--- src/rtl/input_conditioner_pkg.sv ---
`timescale 1ns/1ps
// Shared definitions for the input conditioner: default parameter values
// and the ceiling-log2 helper used to size the per-channel debounce counter.
package cond_pkg;

  // Two flops is the minimum safe synchroniser depth for a single clock domain.
  localparam int COND_SYNC_STAGES_DEF = 2;

  // Default debounce window in clock cycles.
  localparam int COND_DEBOUNCE_DEF = 16;

  // Ceiling log2, usable in constant expressions.
  // clog2(1)=0, clog2(2)=1, clog2(5)=3, clog2(17)=5.
  function automatic int clog2(input int value);
    int result;
    result = 0;
    for (int v = value - 1; v > 0; v = v >> 1) begin
      result = result + 1;
    end
    return result;
  endfunction

endpackage

--- src/rtl/input_conditioner_debounce_channel.sv ---
`timescale 1ns/1ps
// One conditioned input bit.
//
// Data path:
//   in -> sync_q[0] -> ... -> sync_q[SYNC_STAGES-1] (= in_sync)
//      -> debounce counter -> level_q -> rise_q / fall_q
//
// The synchroniser is a bare shift chain with no logic between stages so
// that only sync_q[0] can go metastable. Everything from in_sync onward is
// ordinary synchronous logic.
//
// Debounce behaviour: in_sync has to differ from level_q on DEBOUNCE_CYCLES
// consecutive edges before level_q takes the new value. Any edge on which
// in_sync agrees with level_q again clears the count, so short glitches never
// reach level_q. The counter saturates by construction: it is cleared when
// it reaches DEBOUNCE_CYCLES-1 and the level flips, so it never wraps.
//
// rise_q/fall_q are loaded on the same edge as level_q. Each one is high for
// exactly the cycle that follows a level change. Both are mutually exclusive
// because a commit changes level_q in only one direction.
module debounce_channel
  import cond_pkg::*;
#(
  parameter int   SYNC_STAGES     = COND_SYNC_STAGES_DEF,
  parameter int   DEBOUNCE_CYCLES = COND_DEBOUNCE_DEF,
  parameter logic RESET_VALUE     = 1'b0
) (
  input  logic clk,
  input  logic rst,
  input  logic in,
  output logic in_sync,
  output logic level,
  output logic rise,
  output logic fall
);

  // Counter spans 0 .. DEBOUNCE_CYCLES-1. It is sized for DEBOUNCE_CYCLES+1
  // values so that DEBOUNCE_CYCLES=1 still gets a 1-bit counter that simply
  // stays at zero.
  localparam int CNT_W = clog2(DEBOUNCE_CYCLES + 1);

  // Count value on which the next disagreeing edge commits the new level.
  localparam logic [CNT_W-1:0] CNT_LAST = CNT_W'(DEBOUNCE_CYCLES - 1);

  logic [SYNC_STAGES-1:0] sync_q;

  logic [CNT_W-1:0] cnt_q;
  logic [CNT_W-1:0] cnt_d;

  logic level_q;
  logic level_d;
  logic rise_q;
  logic rise_d;
  logic fall_q;
  logic fall_d;

  // Set when the synchronised input disagrees with the debounced level.
  logic differ;

  // Set when this edge completes the debounce window.
  logic commit;

  // Synchroniser shift chain. Stage 0 samples the raw pin. Reset loads
  // RESET_VALUE so the chain agrees with level_q after reset and no
  // spurious count starts.
  always_ff @(posedge clk) begin
    if (rst) begin
      sync_q <= {SYNC_STAGES{RESET_VALUE}};
    end else begin
      sync_q <= {sync_q[SYNC_STAGES-2:0], in};
    end
  end

  assign in_sync = sync_q[SYNC_STAGES-1];

  assign differ = (in_sync != level_q);
  assign commit = differ && (cnt_q == CNT_LAST);

  // Next-state for counter, level and edge pulses.
  // Agreement clears the count. Disagreement either advances the count or,
  // on the final cycle of the window, commits the new level and emits the
  // matching edge pulse.
  always_comb begin
    cnt_d   = '0;
    level_d = level_q;
    rise_d  = 1'b0;
    fall_d  = 1'b0;
    if (commit) begin
      level_d = in_sync;
      rise_d  = in_sync;
      fall_d  = ~in_sync;
    end else if (differ) begin
      cnt_d = cnt_q + CNT_W'(1);
    end
  end

  // Debounce state registers. Reset takes priority over every other update,
  // which aborts any count in progress and suppresses edge pulses.
  always_ff @(posedge clk) begin
    if (rst) begin
      cnt_q   <= '0;
      level_q <= RESET_VALUE;
      rise_q  <= 1'b0;
      fall_q  <= 1'b0;
    end else begin
      cnt_q   <= cnt_d;
      level_q <= level_d;
      rise_q  <= rise_d;
      fall_q  <= fall_d;
    end
  end

  assign level = level_q;
  assign rise  = rise_q;
  assign fall  = fall_q;

endmodule

--- src/rtl/input_conditioner.sv ---
`timescale 1ns/1ps
// Multi-channel input conditioner for asynchronous pins such as buttons,
// switches and off-board strobes.
//
// Each channel is an independent debounce_channel instance, made up of a
// synchroniser chain, a debounce counter and an edge-pulse generator.
// Channels share only clk and rst. Downstream logic may use level, rise and
// fall directly. in_sync is synchronised but not debounced, and is exposed
// for consumers that need low latency and can tolerate bounce.
//
// Latency for a clean step on in[i] captured by stage 0 at edge k:
//   in_sync[i]             at edge k + SYNC_STAGES - 1
//   level[i], rise/fall[i] at edge k + SYNC_STAGES - 1 + DEBOUNCE_CYCLES
//
// Parameter ranges: SYNC_STAGES >= 2, DEBOUNCE_CYCLES >= 1.
module input_conditioner
  import cond_pkg::*;
#(
  parameter int               WIDTH           = 4,
  parameter int               SYNC_STAGES     = COND_SYNC_STAGES_DEF,
  parameter int               DEBOUNCE_CYCLES = COND_DEBOUNCE_DEF,
  parameter logic [WIDTH-1:0] RESET_VALUE     = {WIDTH{1'b0}}
) (
  input  logic             clk,
  input  logic             rst,
  input  logic [WIDTH-1:0] in,
  output logic [WIDTH-1:0] in_sync,
  output logic [WIDTH-1:0] level,
  output logic [WIDTH-1:0] rise,
  output logic [WIDTH-1:0] fall
);

  // One fully independent conditioner per input bit. Each channel takes its
  // own bit of RESET_VALUE as its reset level.
  for (genvar i = 0; i < WIDTH; i++) begin : g_ch
    debounce_channel #(
      .SYNC_STAGES    (SYNC_STAGES),
      .DEBOUNCE_CYCLES(DEBOUNCE_CYCLES),
      .RESET_VALUE    (RESET_VALUE[i])
    ) u_ch (
      .clk    (clk),
      .rst    (rst),
      .in     (in[i]),
      .in_sync(in_sync[i]),
      .level  (level[i]),
      .rise   (rise[i]),
      .fall   (fall[i])
    );
  end

endmodule
--- config.mk ---
export PLATFORM = sky130hd
export DESIGN_NAME = input_conditioner
export DESIGN_NICKNAME = d
export VERILOG_FILES = /design/src/rtl/input_conditioner_pkg.sv /design/src/rtl/input_conditioner_debounce_channel.sv /design/src/rtl/input_conditioner.sv
export SDC_FILE = /design/constraint.sdc
export NUM_CORES = 1
export LEC_CHECK = 0
export CAP_MARGIN = 40
export CORE_UTILIZATION = 50
export DETAILED_ROUTE_END_ITERATION = 10
export HOLD_SLACK_MARGIN = 0.15
export PLACE_DENSITY = 0.74
export SYNTH_ARGS = -nofsm -noshare
export SYNTH_HDL_FRONTEND = slang
export SYNTH_SLANG_ARGS = --single-unit
export TNS_END_PERCENT = 10
--- constraint.sdc ---
create_clock -name clk -period 1.75 [get_ports clk]
set_clock_uncertainty 0.05 [all_clocks]
set_input_delay 0.2625 -clock clk [delete_from_list [all_inputs] [get_ports clk]]
set_output_delay 0.2625 -clock clk [all_outputs]
set_load 0.01 [all_outputs]
# Word level (Yosys, flattened, before mapping)
# Cells that the tools add are included.
# Widths: inputs -> output; s select.
dict set report word_totals {
  reg_bits 40
  in_bits 6
  output_inout_bits 16
  word_cells 56
}
dict set report op_classes {
  add_sub_neg 4
  eq_ne 8
  bitwise 12
  n_reduce_logical 12
}
# cell n
set op_table {}
lappend op_table {{$add 5x1->5 const B} 4}
lappend op_table {{$eq 5x4->1 const B} 4}
lappend op_table {{$not 1->1} 12}
lappend op_table {{$reduce_or 3->1} 4}
lappend op_table {{$reduce_or 2->1} 4}
lappend op_table {{$logic_and 1x1->1} 4}
lappend op_table {{$ne 1x1->1} 4}

# Longest topological paths before layout
dict set report logic_depth {
  ltp_word 4
  mapped_depth 5
  mapped_depth_nobuf 5
}

# Modules after synthesis
# A second synthesis with hierarchy kept.
dict set report hier_totals {
  cells_unflattened 124
  hier_area_um2 1406.3
}
# module instances cells_per_inst area_each_um2 seq_area_each_um2
set by_module_without_submodules {}
lappend by_module_without_submodules {debounce_channel 4 31 351.6 200.2}

# Worst setup path before layout
# No wires, ideal clock.
dict set report synth_path {
  path_type {register to register}
  start {register g_ch[0].u_ch.cnt_q[0]}
  end {register g_ch[0].u_ch.cnt_q[2]}
  setup_time_ns 0.064
  arrival_time_ns 1.392
  required_ns 1.636
  path_slack_ns 0.244
  stages_incl_launch_ff 6
  n_path_buf 0
  period_less_slack_ns 1.506
  path_cell_list {dfxtp_1 ha_1 and3_1 ha_1 or3_4 nor2_1}
}
dict set report synth_between {
  elab_chain_cells 3
  elab_cells_between_ends 4
  cone_classes {add/sub: 1; eq/ne: 1; reduce/logical: 2}
}
# item line
set synth_rtl {}
lappend synth_rtl {{start: declaration} input_conditioner_debounce_channel.sv:47} ;# logic [CNT_W-1:0] cnt_q;
lappend synth_rtl {{start signal: assignment} input_conditioner_debounce_channel.sv:106} ;# cnt_q <= cnt_d;
lappend synth_rtl {{parallel branches: the longest is 3 deep, another holds $add 5x1->5} -}
# Several ways; the timed one is not identified.
# A chain may end at the register's enable or synchronous reset.

# Final worst setup path
dict set report layout_path {
  start {register g_ch[2].u_ch.level_q}
  end {output port level[2]}
}
# item line
set layout_lines {}
lappend layout_lines {{start: declaration} input_conditioner_debounce_channel.sv:50} ;# logic level_q;
lappend layout_lines {{start signal: assignment} input_conditioner_debounce_channel.sv:107} ;# level_q <= level_d;
lappend layout_lines {{end: declaration} input_conditioner.sv:28} ;# output logic [WIDTH-1:0] level,
# No word-level cell between the ends.

==> flow_results.org <==
** Final layout
- Most common library cell in the layout ignoring fill and taps :: sky130_fd_sc_hd__dfxtp_1
- The finished layout holds 184 standard cells, fillers aside.
- The area growth from synthesis to layout is 13.5%.
- Post-layout instance area :: 1740 sq um
- Number of nets in the final layout :: 167
- Top library cells by usage in the layout, fill and taps aside :: sky130_fd_sc_hd__dfxtp_1 (40), sky130_fd_sc_hd__nor2_1 (24), sky130_fd_sc_hd__clkdlybuf4s50_1 (21)
- The number of antenna diodes in the final layout is 0.
- For this run, the share of the core covered by cells in the final layout is 0.615.
- Fraction of final layout cells sized beyond drive strength 1 :: 0.131

** Floorplanning
- From left edge to right edge, the die measures 57.4 um.
- After floorplanning, the core was divided into 19 placement rows.
- The die is 57.4 um tall.
- The core region is 2830 sq um.
- DIE AREA :: 3290 sq um
- IO Pins :: 22
- Starting density of the core :: 0.542

** Outcome
- The run finished, with violations left.
- Violations in the final reports :: design-rule violations

** Setup path
- Max FO, Critical Path :: 5
- CP arrival :: 1.33 ns
- In this run the number of cells on the critical path is 1.
- R2R cell count :: 5
- Crit path max-delay family :: buffers and inverters
- Category of the worst setup path capture point :: output port
- The number of buffers and inverters on the critical path is 1.
- CP Cell Sequence :: clkdlybuf4s50_1
- On the worst path, the slowest cell contributes a delay of 0.57 ns.
- The worst setup path is of the flip-flop to output port kind.
- Category of the worst setup path launch point :: flip-flop
- Slowest library cell on the worst path :: sky130_fd_sc_hd__clkdlybuf4s50_1
- Data required time of the worst path :: 1.44 ns

** GRT
- Met1 global-route usage :: 0.165
- Entering global routing, the biggest net connects 25 pins.
- Remaining Overflow, GRT :: 0
- The layer flagged by global routing as most heavily used is met2.
- Met2 global-route usage :: 0.236
- All-layer global routing usage :: 0.148
- Wire length of the first global-routing pass :: 3570 um
- In the global route stage, met3 resource usage came out at 0.0499.
- Number of antenna violations at the first check in global routing :: 0
- The via count of the first global-routing pass is 849.

** STA
- Setup total negative slack on the finished layout was measured at 0 ns.
- Max-Slew Margin vs Limit :: 0.881
- In the finished design, the share of the clock period the worst path needs comes to 0.941.
- Number of pins exceeding their max-slew limit in the final report :: 0
- The count of endpoints failing hold in the final timing report was 0.
- Subtracting the final worst setup slack from the clock period gives 1.65 ns.
- For this run, the top clock speed supported by timing is 0.607 GHz.
- Pin slew with the least headroom to its limit :: 0.179 ns
- Setup violations remaining at the end of the flow were counted as 0.
- Setup repair after global routing left no endpoint under its margin.

** Logic synthesis
- A synthesized cell averages 10.8 sq um.
- Mapped Area :: 1530 sq um
- Distinct cell type count of the synthesized netlist :: 14
- Counting every net in the synthesized netlist gives 156.
- Total number of yosys warnings :: 0
- Sequential fraction of the synthesis area :: 0.522
- FF+latch count, synth :: 40
- Count of mapped cells out of synthesis :: 142

** Placed design
- Dpl hpwl :: 1460 um
- Number of cells after detailed placement :: 177
- Number of buffers inserted by port buffering :: 21
- Summing all placed instances gives a cell area of 1680 sq um.
- Routability-driven placement finished with a final weighted congestion of 0.672.

** Routing
- Final antenna-violating net count :: 0
- The routed layout has 901 vias.
- Pre-antenna DRT Iters :: 7
- Overall routed net length :: 2040 um
- Total DRC errors in the routed layout :: 2
- Initial DRC count :: 35
- Ratio of routed vias to standard cells :: 4.90
- After detailed routing, the average wire length per cell comes to 11.1 um.

** Power and ir drop
- PwrDens :: 853 nW/um^2
- VDD IR-drop max :: 0.665 mV
- Pleak :: 0.000658 uW

** CTS
- Count of cells resized by post-cts repair :: 0
- Post-CTS Repair Setup Buffers :: 0
- Counting along the longest clock path gives a buffer depth of 2.
- Number of H-tree levels :: 2
- In this run, CTS created clock tree buffers numbering 5.
- After clock tree synthesis, the clock-pin slew on the worst setup and hold paths is 0.11 ns.
- Master cell of the clock root buffer :: sky130_fd_sc_hd__clkbuf_4
- The clock reaches the later pin of the worst-skew pair after 0.34 ns.
- Total of hold buffers inserted after clock tree synthesis :: 0
- Clock tree from TritonCTS :: done
- CTS saw 40 sinks.

** Hold path
- WHS Path Cells :: 1
- The path class of the tightest hold or removal check is flip-flop to flip-flop.

** Job
- The tool flagged a number of max-cap violations equal to 0.
[stage by stage]
step,total power [uW],hold WS (ns),worst slack [ns]
detailed placement,1010,0.375,0.143
global placement,1000,0.368,0.185
floorplan,979,0.341,0.244
finish,1480,0.398,0.103
global route,1540,0.406,0.0359
CTS,1500,0.400,0.0819
[registers in the layout, summed over array words and instances, names as in the netlist]
register / cells
g_ch.u_ch.cnt_q: 20
g_ch.u_ch.sync_q: 8
g_ch.u_ch.fall: 4
g_ch.u_ch.level: 4
g_ch.u_ch.rise: 4
[power by group]
group / leakage [uW] / internal (uW) / switching (uW)
clock: 0.0000374 / 228 / 273
sequential: 0.000324 / 921 / 7.86
combinational: 0.000297 / 34.1 / 20.0
[cells by family after synthesis]
logic type,after synthesis,share of synthesized area
fa+ha+maj,8,0.0653
flops,40,0.522
simple gates,52,0.215
xor+xnor,12,0.0685
buf+inv,26,0.103
mux,4,0.0261
[metal layers]
metal,vias up,share of wire
li1,464,-
met1,408,0.45
met2,22,0.46
met3,7,0.051
met4,0,0.030
met5,-,0
[area by class of cell]
type / instances / area (sq um)
fillers: 255 / 1090
well taps: 31 / 38.8
inverters: 8 / 30.0
flip-flops and latches: 40 / 801
clock buffers: 7 / 65.1
multi-input cells: 76 / 576
repair buffers: 22 / 230
[path summary, 6_finish.rpt]
path                                             from               endpoint  slack (ns)
worst min register to register  g_ch[1].u_ch.cnt_q[0]  g_ch[1].u_ch.cnt_q[0]        0.40
worst max register to register  g_ch[2].u_ch.cnt_q[0]  g_ch[2].u_ch.cnt_q[2]        0.12
worst max-delay path               g_ch[2].u_ch.level               level[2]        0.10
worst min-delay path            g_ch[1].u_ch.cnt_q[0]  g_ch[1].u_ch.cnt_q[0]        0.40
[cells in the mapped netlist, drive strengths merged]
library cell / number / share of area
mux2i: 4 / 0.026
or3: 4 / 0.029
nor2b: 8 / 0.033
buf: 16 / 0.078
nand3: 4 / 0.013
dfxtp: 40 / 0.52
ha: 8 / 0.065
and4bb: 8 / 0.065
nor2: 24 / 0.059
inv: 8 / 0.020
xor2: 4 / 0.023
xnor2: 8 / 0.046
and3: 4 / 0.016
clkbuf: 2 / 0.0049
(Power assumes the default switching activity.)
